## src/rtl/l1_cache_pkg.sv

```systemverilog
// Shared types, widths and address helpers for the L1 data cache.
// Direct-mapped, one word per line, 16-word address space.
package l1_cache_pkg;

  localparam int ADDR_W  = 4;
  localparam int DATA_W  = 32;
  localparam int INDEX_W = 2;
  localparam int TAG_W   = ADDR_W - INDEX_W;
  localparam int NLINES  = 1 << INDEX_W;

  typedef enum logic [2:0] {
    IDLE,
    LOOKUP,
    FILL,
    WRITE,
    RESP
  } cache_state_t;

  function automatic logic [INDEX_W-1:0] addr_index(
    input logic [ADDR_W-1:0] a
  );
    return a[INDEX_W-1:0];
  endfunction

  function automatic logic [TAG_W-1:0] addr_tag(
    input logic [ADDR_W-1:0] a
  );
    return a[ADDR_W-1:INDEX_W];
  endfunction

endpackage

```

## src/rtl/l1_cache_array.sv

```systemverilog
// Valid/tag/data storage: one lookup port, one install/update port,
// one snoop-invalidate port. Snoop wins over a same-edge install.
module l1_cache_array
  import l1_cache_pkg::*;
(
  input  logic               clk,
  input  logic               reset,
  input  logic [INDEX_W-1:0] lk_index,
  input  logic [TAG_W-1:0]   lk_tag,
  output logic               lk_hit,
  output logic [DATA_W-1:0]  lk_data,
  input  logic               wr_en,
  input  logic               wr_install,
  input  logic [INDEX_W-1:0] wr_index,
  input  logic [TAG_W-1:0]   wr_tag,
  input  logic [DATA_W-1:0]  wr_data,
  input  logic               snoop_valid,
  input  logic [INDEX_W-1:0] snoop_index,
  input  logic [TAG_W-1:0]   snoop_tag
);

  logic [NLINES-1:0] valid;
  logic [TAG_W-1:0]  tags [NLINES];
  logic [DATA_W-1:0] data [NLINES];
  logic              snoop_kill;

  assign lk_hit  = valid[lk_index] && (tags[lk_index] == lk_tag);
  assign lk_data = data[lk_index];

  // A line being installed this edge counts as matching the snoop too.
  assign snoop_kill = snoop_valid && (
    (valid[snoop_index] && (tags[snoop_index] == snoop_tag)) ||
    (wr_en && wr_install &&
     (wr_index == snoop_index) && (wr_tag == snoop_tag)));

  always_ff @(posedge clk) begin
    if (reset) begin
      valid <= '0;
    end else begin
      if (wr_en && wr_install) valid[wr_index] <= 1'b1;
      if (snoop_kill) valid[snoop_index] <= 1'b0;
    end
  end

  always_ff @(posedge clk) begin
    if (wr_en) begin
      data[wr_index] <= wr_data;
      if (wr_install) tags[wr_index] <= wr_tag;
    end
  end

endmodule

```

## src/rtl/l1_cache_ctrl.sv

```systemverilog
// Write-through, no-write-allocate L1 controller with snoop invalidate.
// One request in flight; responses are a one-cycle pulse in RESP.
module l1_cache_ctrl
  import l1_cache_pkg::*;
(
  input  logic              clk,
  input  logic              reset,
  input  logic              req_valid,
  output logic              req_ready,
  input  logic              req_we,
  input  logic [ADDR_W-1:0] req_addr,
  input  logic [DATA_W-1:0] req_wdata,
  output logic              resp_valid,
  output logic [DATA_W-1:0] resp_rdata,
  output logic              resp_hit,
  output logic [ADDR_W-1:0] mem_address_read,
  input  logic [DATA_W-1:0] mem_readed,
  input  logic [TAG_W-1:0]  mem_tag_bit,
  output logic              mem_write,
  output logic [ADDR_W-1:0] mem_address_write,
  output logic [DATA_W-1:0] mem_data_write,
  input  logic              snoop_valid,
  input  logic [ADDR_W-1:0] snoop_addr
);

  cache_state_t      state, next;
  logic              we_q;
  logic [ADDR_W-1:0] addr_q;
  logic [DATA_W-1:0] wdata_q;
  logic              hit;
  logic [DATA_W-1:0] line_data;
  logic              wr_en;
  logic              in_fill;
  logic              accept;

  assign req_ready  = (state == IDLE) && !reset;
  assign accept     = req_valid && req_ready;
  assign resp_valid = (state == RESP);
  assign mem_write  = (state == WRITE) && !reset;
  assign in_fill    = (state == FILL);

  assign mem_address_read  = addr_q;
  assign mem_address_write = addr_q;
  assign mem_data_write    = wdata_q;

  // Stores only touch the array when the line is resident.
  assign wr_en = !reset && (in_fill || ((state == WRITE) && hit));

  l1_cache_array u_array (
    .clk         (clk),
    .reset       (reset),
    .lk_index    (addr_index(addr_q)),
    .lk_tag      (addr_tag(addr_q)),
    .lk_hit      (hit),
    .lk_data     (line_data),
    .wr_en       (wr_en),
    .wr_install  (in_fill),
    .wr_index    (addr_index(addr_q)),
    .wr_tag      (in_fill ? mem_tag_bit : addr_tag(addr_q)),
    .wr_data     (in_fill ? mem_readed : wdata_q),
    .snoop_valid (snoop_valid),
    .snoop_index (addr_index(snoop_addr)),
    .snoop_tag   (addr_tag(snoop_addr))
  );

  always_ff @(posedge clk) begin
    if (accept) begin
      we_q    <= req_we;
      addr_q  <= req_addr;
      wdata_q <= req_wdata;
    end
  end

  always_ff @(posedge clk) begin
    if (reset) begin
      state      <= IDLE;
      resp_hit   <= 1'b0;
      resp_rdata <= '0;
    end else begin
      state <= next;
      if (state == LOOKUP) begin
        if (we_q) begin
          resp_hit <= hit;
        end else if (hit) begin
          resp_hit   <= 1'b1;
          resp_rdata <= line_data;
        end
      end
      if (in_fill) begin
        resp_hit   <= 1'b0;
        resp_rdata <= mem_readed;
      end
    end
  end

  always_comb begin
    next = state;
    unique case (state)
      IDLE:    if (req_valid) next = LOOKUP;
      LOOKUP:  next = we_q ? WRITE : (hit ? RESP : FILL);
      FILL:    next = RESP;
      WRITE:   next = RESP;
      RESP:    next = IDLE;
      default: next = IDLE;
    endcase
  end

endmodule

```

## config.mk

```make
export PLATFORM = sky130hd
export DESIGN_NAME = l1_cache_ctrl
export DESIGN_NICKNAME = d
export VERILOG_FILES = /design/src/rtl/l1_cache_pkg.sv /design/src/rtl/l1_cache_array.sv /design/src/rtl/l1_cache_ctrl.sv
export SDC_FILE = /design/constraint.sdc
export NUM_CORES = 1
export LEC_CHECK = 0
export BUFFER_PORTS_ARGS = -buffer_cell sky130_fd_sc_hd__buf_2
export CORE_ASPECT_RATIO = 0.9
export CORE_MARGIN = 5
export CORE_UTILIZATION = 51
export DETAILED_ROUTE_END_ITERATION = 7
export HOLD_SLACK_MARGIN = 0.03
export PLACE_DENSITY = 0.87
export RECOVER_POWER = 50
export REMOVE_ABC_BUFFERS = 1
export SLEW_MARGIN = 30
export SYNTH_ARGS = -nofsm -noshare
export SYNTH_HDL_FRONTEND = slang
export SYNTH_SLANG_ARGS = --single-unit
export TNS_END_PERCENT = 20
```

## constraint.sdc

```tcl
create_clock -name clk -period 4.15 [get_ports clk]
set_input_delay 0.6225 -clock clk [delete_from_list [all_inputs] [get_ports clk]]
set_output_delay 0.6225 -clock clk [all_outputs]
set_load 0.01 [all_outputs]
```

# [Word level (Yosys, flattened, before mapping)]
# Memory sizes are Yosys's and may differ from the RTL's. A register that Yosys moved wholly into a read port is not among the register bits.
# Index checks and enable logic that the tools add are counted.
[word_totals] regBits=45 mem_bits_rw=136 inputBits=79 out_inout_bits=76 elab_cells=74 n_memories=2
[mem_list] memory="u_array.data" words=4 word_bits=32 read_ports=1 rd_clocked_by_memory_dff=1 write_ports=1 line="l1_cache_array.sv:24" text="logic [DATA_W-1:0] data [NLINES];"
[mem_list] memory="u_array.tags" words=4 word_bits=2 read_ports=2 rd_clocked_by_memory_dff=1 write_ports=1 line="l1_cache_array.sv:23" text="logic [TAG_W-1:0] tags [NLINES];"
[op_classes] magnitude_cmp=4 n_eq_ne=10 n_mux=25 bitwise=3 n_reduce_logical=24
[op_table] op="2-to-1 mux 32 bit" n=1
[op_table] op="logical AND 1 bit" n=13
[op_table] op="2-to-1 mux 4 bit" n=3
[op_table] op="2-to-1 mux 1 bit" n=11
[op_table] op="2-to-1 mux 3 bit" n=3
[op_table] op="case mux 3 bit (3 select lines)" n=1
[op_table] op="== test 2 bit" n=4
[op_table] op="== test 3 x 2 -> 1 bit, second input constant" n=2
[op_table] op="less-than comparator 2 x 3 -> 1 bit, second input constant" n=2
[op_table] op="nonzero test 2 bit" n=3
[op_table] op="AND 4 bit" n=1
[op_table] op="binary-select mux 1 bit (select 2 bit)" n=2
[op_table] op="demux 1 bit (select 2 bit)" n=2
[op_table] op=">= comparator 2 x 1 -> 1 bit, second input constant" n=2
[op_table] op="2-to-1 mux 2 bit" n=2
[op_table] op="NOT 4 bit" n=1
[op_table] op="bitwise OR 4 bit" n=1
[op_table] op="OR reduction 2 bit" n=2
[op_table] op="== test 3 x 1 -> 1 bit, second input constant" n=1
[op_table] op="== test 3 bit, second input constant" n=1
[op_table] op="zero test 3 bit" n=1
[op_table] op="AND reduction 3 bit" n=1
[op_table] op="logical OR 1 bit" n=2
[op_table] op="!= test 2 x 1 -> 1 bit, second input constant" n=1
[op_table] op="other kinds (3)" n=3

# [Longest topological paths before layout]
# Gate-level depths: netlist of the first run.
[logic_depth] word_depth=12 depth_mapped=8 mapped_depth_nobuf=5

# [Hierarchy]
# Synthesis of the first run repeated with hierarchy kept, for this count alone.
[unflattened] cells_unflattened=555 area_unflattened_um2=8770.9
[modules_own_cells] module="l1_cache_array" instances=1 cells_per_inst=228 area_each_um2=5348.9 seq_area_each_um2=4164.0
[modules_own_cells] module="l1_cache_ctrl" instances=1 cells_per_inst=327 area_each_um2=3422.0 seq_area_each_um2=1831.8

# [Least setup slack after synthesis of the first run]
# No wires, ideal clock.
[synth_path] path_type="reg-to-reg" startpoint="register with a tool-made name" endpoint="memory u_array.data[0][0] (enable)" setup_time_ns=0.461 t_arrival_ns=3.907 setup_slack_ns=-0.218 stages_incl_launch_ff=7 path_buffers=1 synth_period_minus_slack_ns=4.368 path_cell_list="dfxtp_1 mux4_2 xnor2_4 a31oi_4 buf_6 or2_1 nor3_1"
[synth_rtl] item="to (decl)" line="l1_cache_array.sv:24"

# [Final worst setup path of the first run]
[layout_path] startpoint="register state[0]" endpoint="register resp_rdata[26] (read register of u_array.data)"
[layout_via] elab_chain_cells=3 elab_cells_between_ends=6 classes_between="eq/ne: 3; reduce/logical: 3"
[layout_lines] item="from (decl)" line="l1_cache_ctrl.sv:26" text="cache_state_t state, next;"
[layout_lines] item="from (signal assigned)" line="l1_cache_ctrl.sv:80" text="state <= next;"
[layout_lines] item="== test 3 x 2 -> 1 bit / == test 3 x 1 -> 1 bit (equally long branches)" line="l1_cache_ctrl.sv:40, l1_cache_ctrl.sv:81"
[layout_lines] item="!= test 2 x 1 -> 1 bit (no line) / nonzero test 2 bit (equally long branches)"
[layout_lines] item="AND reduction 3 bit (no line) *"
[layout_lines] item="to (decl)" line="l1_cache_ctrl.sv:14" text="output logic [DATA_W-1:0] resp_rdata,"
# Mark *: on every way between the ends. The rest lies on a longest branch, timed or not.
# A chain may end at the register's enable or synchronous reset.

==> results of run 1 <==
==> metal layers <==
metal	GRT usage	wire, microns
met1	0.2558	8038
met4	0.06911	483
met2	0.3185	9363
met3	0.04300	1500
met5	0	0
==> sequential cells by signal (all words and copies together) (netlist names), named ones only <==
signal and cells:
u_array.valid 4, resp_rdata 32, resp_hit 1, we_q 1
state 3, mem_address_read 4, u_array.data 128, u_array.tags 8
mem_data_write 32
==> placed cells by master, fill, tap and decap left out, drive strengths merged, types with 4 or more instances in the layout <==
master  count
inv         8
a21oi       4
or3b       33
a311oi     33
nor3       39
mux2       36
bufinv      4
a41oi       5
nor2        6
o21ai      32
dfxtp      42
edfxtp    173
nand2       4
mux4       38
buf        93
clkbuf    105
clkinv      4
xnor2       6
==> final timing paths <==
kind	startpoint	to	slack, ns	cells past startpoint
worst max-delay path	state[0]$_SDFFE_PP0P_	resp_rdata[26]$_SDFFE_PP0P_	1.15	5
worst max register to register	state[0]$_SDFFE_PP0P_	resp_rdata[26]$_SDFFE_PP0P_	1.15	5
worst min-delay path	req_wdata[24]	mem_data_write[24]$_DFFE_PN_	0.29	1
worst min register to register	u_array.valid[2]$_SDFF_PP0_	u_array.valid[2]$_SDFF_PP0_	0.55	2
==> power groups by stage <==
stage	Combinational (uW)	Sequential, uW	Clock, uW
6_report	391	2430	2070
5_1_grt	430	2430	2220
4_1_cts	408	2430	2110
3_5_place_dp	403	2470	0
3_3_place_gp	390	2470	0
2_1_floorplan	210	2500	0
==> per-stage QoR <==
step	power [uW]	setup WS, ns
2_1_floorplan	2708	-1.432
3_3_place_gp	2861	1.296
3_5_place_dp	2876	1.217
4_1_cts	4949	1.174
5_1_grt	5084	0.8919
6_report	4891	1.150
==> cell families after synthesis <==
kind of cell	share of synthesized area
flops	0.6690
simple gates	0.06698
compound gates	0.08265
mux	0.1398
buf+inv	0.03092
xor+xnor	0.01068
==> final cells by class <==
cell class / count / area (sq um)
fill: 1321 / 6812
sequential: 215 / 6036
multi-input combinational: 254 / 2726
timing repair buffer: 167 / 832.0
clock buffer: 31 / 605.6
tap: 240 / 300.3
clock inverter: 11 / 162.7
inverter: 6 / 22.52
==> impl_metrics.ini, run 1 <==
[route]
drt-initial-drc-count = 516
dr.pass1.iters = 5
routed_wl_microns = 19390
vias_per_cell = 5.734
via_count = 5298
wl_per_cell_microns = 20.98
remaining_drc_errors = 0
ant_nets = 0

[synth]
ys_seq_elements = 215
yosys-top-cells-area = edfxtp_1 (58%), mux4_2 (9.5%), dfxtp_1 (9.3%)
syn_inst = 523
netlist_area_sq_um = 9022
netlist_top_cells_count = edfxtp_1 (173), dfxtp_1 (42), nor3_1 (39), mux4_2 (38), or3b_1 (33)
async_flop_share = 0
ys_seq_area_frac = 0.6690
netlist.area_leader.share = 0.5758
synth.yosys.warnings = 0
yosysUniqueCellTypes = 35
yosys.area.top_type = edfxtp_1
synth.avg_cell_area_sq_um = 17.25
synth_ff_type = edfxtp_1
yosysMostFrequentCell = edfxtp_1
synth_edf_count = 173

[placement]
dp_cells = 879
dp_hpwl_microns = 11770
io_buffers = 154
placed_area_sq_um = 9947
place_congestion = 0.7715

[clock_tree]
clockRootBuffer = clkbuf_16
clockBufferDepth = 3
clk_latency_ns = 0.51
ctsResizeCount = 0
htree_levels = 1
cts_buffers = 23
postCtsSetupRepairBufs = 0
cts_tree = done
clk_pin_slew_ns = 0.07
cts.sinks = 215
cts_hold_buffers = 0

[timing]
finalCriticalPeriod_ns = 3.000
slew_headroom = 0.02878
fin_hold_ws_ns = 0.2878
setup-violations-final = 0
tightest_slew_ns = 1.457
finalHoldViolations = 0
tns_ns = 0
worst_clock_skew_ns = 0.01032
fmax_mhz = 333.3
min_period_over_period = 0.7229
drv_slew = 0
grt_setup_unrepaired = no

[floorplanning]
dieArea_sq_um = 20450
initial_core_util = 0.5157
die_height_microns = 136.2
rows = 46
io_pins = 155
core_region_area_sq_um = 17500
die_x_microns = 150.2

[cells_and_area]
drive_gt1_frac = 0.2997
fin_area_sq_um = 10690
nets = 746
fin_cells = 924
antenna_cells = 0
fin_util = 0.6107
area_delta_synth_final_pct = 18.43

[power]
clkPwrFrac = 0.424
leakage_uw = 0.003457
pwr-share-comb = 0.080
irDropWorstVdd_v = 0.0002663
seqPwrFrac = 0.496
switching_share = 0.2170
p_sw_uw = 1061
power_density_nw_per_um2 = 457.8
p_int_uw = 3830

[job]
max_cap_viol_count = 0

[grt]
grt_start_max_net_pins = 70
grt_pass1_wl_microns = 30800
antenna_found_initial = 0
first_global_vias = 5755
gr-usage-all-layers = 0.1935
overflow = 0

[worst_setup_path]
critPathTopFamily = simple AND/OR/NAND/NOR gates
critical_path_class = reg -> reg
path_max_fanout = 48
cpMaxStageDelayCell = nor3b_1
end_kind = register
critical_path.cell_chain = nor3b_1, buf_4, mux2_1, or3b_1, a311oi_2
cp.required_ns = 4.56
cpPeakStageDelay_ns = 0.78
crit_path_start_kind = register
critPathBufInv = 1
arrival_ns = 3.41

[worst_hold_path]
hold_path.class = in -> reg

[outcome]
status = finished clean
Power figures use the tool's default switching activity.
==> run 2, diff against run 1 <==
CORE_UTILIZATION = 52   (was 51)
PLACE_DENSITY = 0.86   (was 0.87)
clock period = 2.8 ns   (was 4.15 ns; I/O delays follow)
==> run 2 against run 1 <==
Non-clock buffer count is 9 higher; die area is 1.8% lower; total power is 44% higher; wire length is 5.6% higher; critical path depth is 1 higher; via count is 3.3% higher; register-to-register slack worse by 0.91 ns; core utilization is 1.9 points higher; critical endpoint is now u_array.data[0][23]$_DFFE_PP_; largest cell class unchanged; largest power group unchanged.
==> impl_metrics.ini, run 2 (synthesis results as in run 1) <==
[timing]
fin_ws_ns = 0.2403
finalHoldViolations = 0
setup-violations-final = 0
tightest_slew_ns = 0.7628
worst_clock_skew_ns = 0.01306
drv_slew = 0
grt_setup_unrepaired = no
fin_hold_ws_ns = 0.07845
slew_headroom = 0.4915
fmax_mhz = 390.7
min_period_over_period = 0.9142
finalCriticalPeriod_ns = 2.560

[worst_setup_path]
crit_path_start_kind = register
end_kind = register
cpPeakStageDelay_ns = 0.52
arrival_ns = 2.77
cp.required_ns = 3.01
critical_path_class = reg -> reg
path_max_fanout = 9
critical_path.cell_chain = mux4_2, xnor2_1, a31oi_4, or2_1, nor3_2, buf_4
r2r_slack_ns = 0.24
cpMaxStageDelayCell = mux4_2

[clock_tree]
htree_levels = 1
postCtsSetupRepairBufs = 0
clk_latency_ns = 0.51
ctsResizeCount = 0
cts_tree = done
clockRootBuffer = clkbuf_16
clk_pin_slew_ns = 0.06
clockBufferDepth = 3
cts.sinks = 215
cts_buffers = 22
cts_hold_buffers = 0

[floorplanning]
dieArea_sq_um = 20090
die_height_microns = 135.0
rows = 45
io_pins = 155
initial_core_util = 0.5324
die_x_microns = 148.8
core_region_area_sq_um = 16950

[cells_and_area]
area_delta_synth_final_pct = 18.32
largest_register_ffs = 128
fin_area_sq_um = 10680
regMostFlops = u_array.data
fillCellCount = 1211
drive_gt1_frac = 0.3082
nets = 754
layout_common_cells = edfxtp_1 (173), clkbuf_1 (82), buf_2 (80)
fin_cells = 926
final_common_cell = edfxtp_1
antenna_cells = 0

[job]
max_cap_viol_count = 0

[route]
wl_per_cell_microns = 22.10
vias_per_cell = 5.909
routed_wl_microns = 20470
via_count = 5472
ant_nets = 0
drt-initial-drc-count = 418
remaining_drc_errors = 0
dr.pass1.iters = 5

[placement]
io_buffers = 154
dp_cells = 886
dp_hpwl_microns = 13470
placed_area_sq_um = 10070
post-place-ws_ns = 0.3031
place_congestion = 0.8249

[worst_hold_path]
hold_path.class = in -> reg

[power]
finalPower_uw = 7047
irDropWorstVdd_v = 0.0005466
leakage_uw = 0.003467
power_density_nw_per_um2 = 660.2

[grt]
first_global_vias = 5757
grt_start_max_net_pins = 59
overflow = 0
gr-usage-all-layers = 0.2040
grt_pass1_wl_microns = 32150
antenna_found_initial = 0

[outcome]
status = finished clean
-- run 2: cell count changes in the layout (fill, tap and decap cells not counted), sizes merged --
cell    change
buf         +9
bufinv      -3
clkbuf      +3
inv         -2
-- run 2: where the power goes --
part	internal, uW	switching [uW]	total, uW
logic	242	359	601
clock network	1660	1180	2850
registers	3550	48.6	3600
total	5460	1590	7050
-- run 2: critical path: cells and delay by family (launching register included) --
family          cells  cell delay, ns
flops               1            0.38
buf+inv             1            0.25
mux                 1            0.52
compound gates      1            0.16
simple gates        2            0.62
xor+xnor            1            0.34
-- run 2: final timing paths --
kind / start / end / cells past startpoint
max: register / u_array.data[0][23]$_DFFE_PP_ / 6
min: req_wdata[7] / mem_data_write[7]$_DFFE_PN_ / 1
min reg2reg: u_array.valid[3]$_SDFF_PP0_ / u_array.valid[3]$_SDFF_PP0_ / 2
max reg2reg: register / u_array.data[0][23]$_DFFE_PP_ / 6
-- run 2: layout make-up --
cell class	count	area, sq um	share of cell area
inverter	6	22.52	0.002110
clock inverter	6	71.32	0.006681
sequential	215	6036	0.5654
clock buffer	34	635.6	0.05954
multi-input combinational	254	2735	0.2562
tap	235	294.0	0.02754
timing repair buffer	176	880.8	0.08251
-- run 2: layer usage --
| layer | vias to the layer above | GRT usage | share of wire |
|---|---|---|---|
| met2 | 272 | 0.3345 | 0.49 |
| met1 | 2738 | 0.2856 | 0.42 |
| li1 | 2427 | - | - |
| met5 | - | 0 | 0 |
| met3 | 35 | 0.04799 | 0.080 |
| met4 | 0 | 0.03711 | 0.016 |
-- run 2: metrics by stage --
stage	util	setup TNS, ns
after floorplan	-	-420.89
after global placement	0.5941	0
after detailed placement	0.5941	0
after CTS	0.6358	0
after global routing	0.6299	0
final	0.6299	0
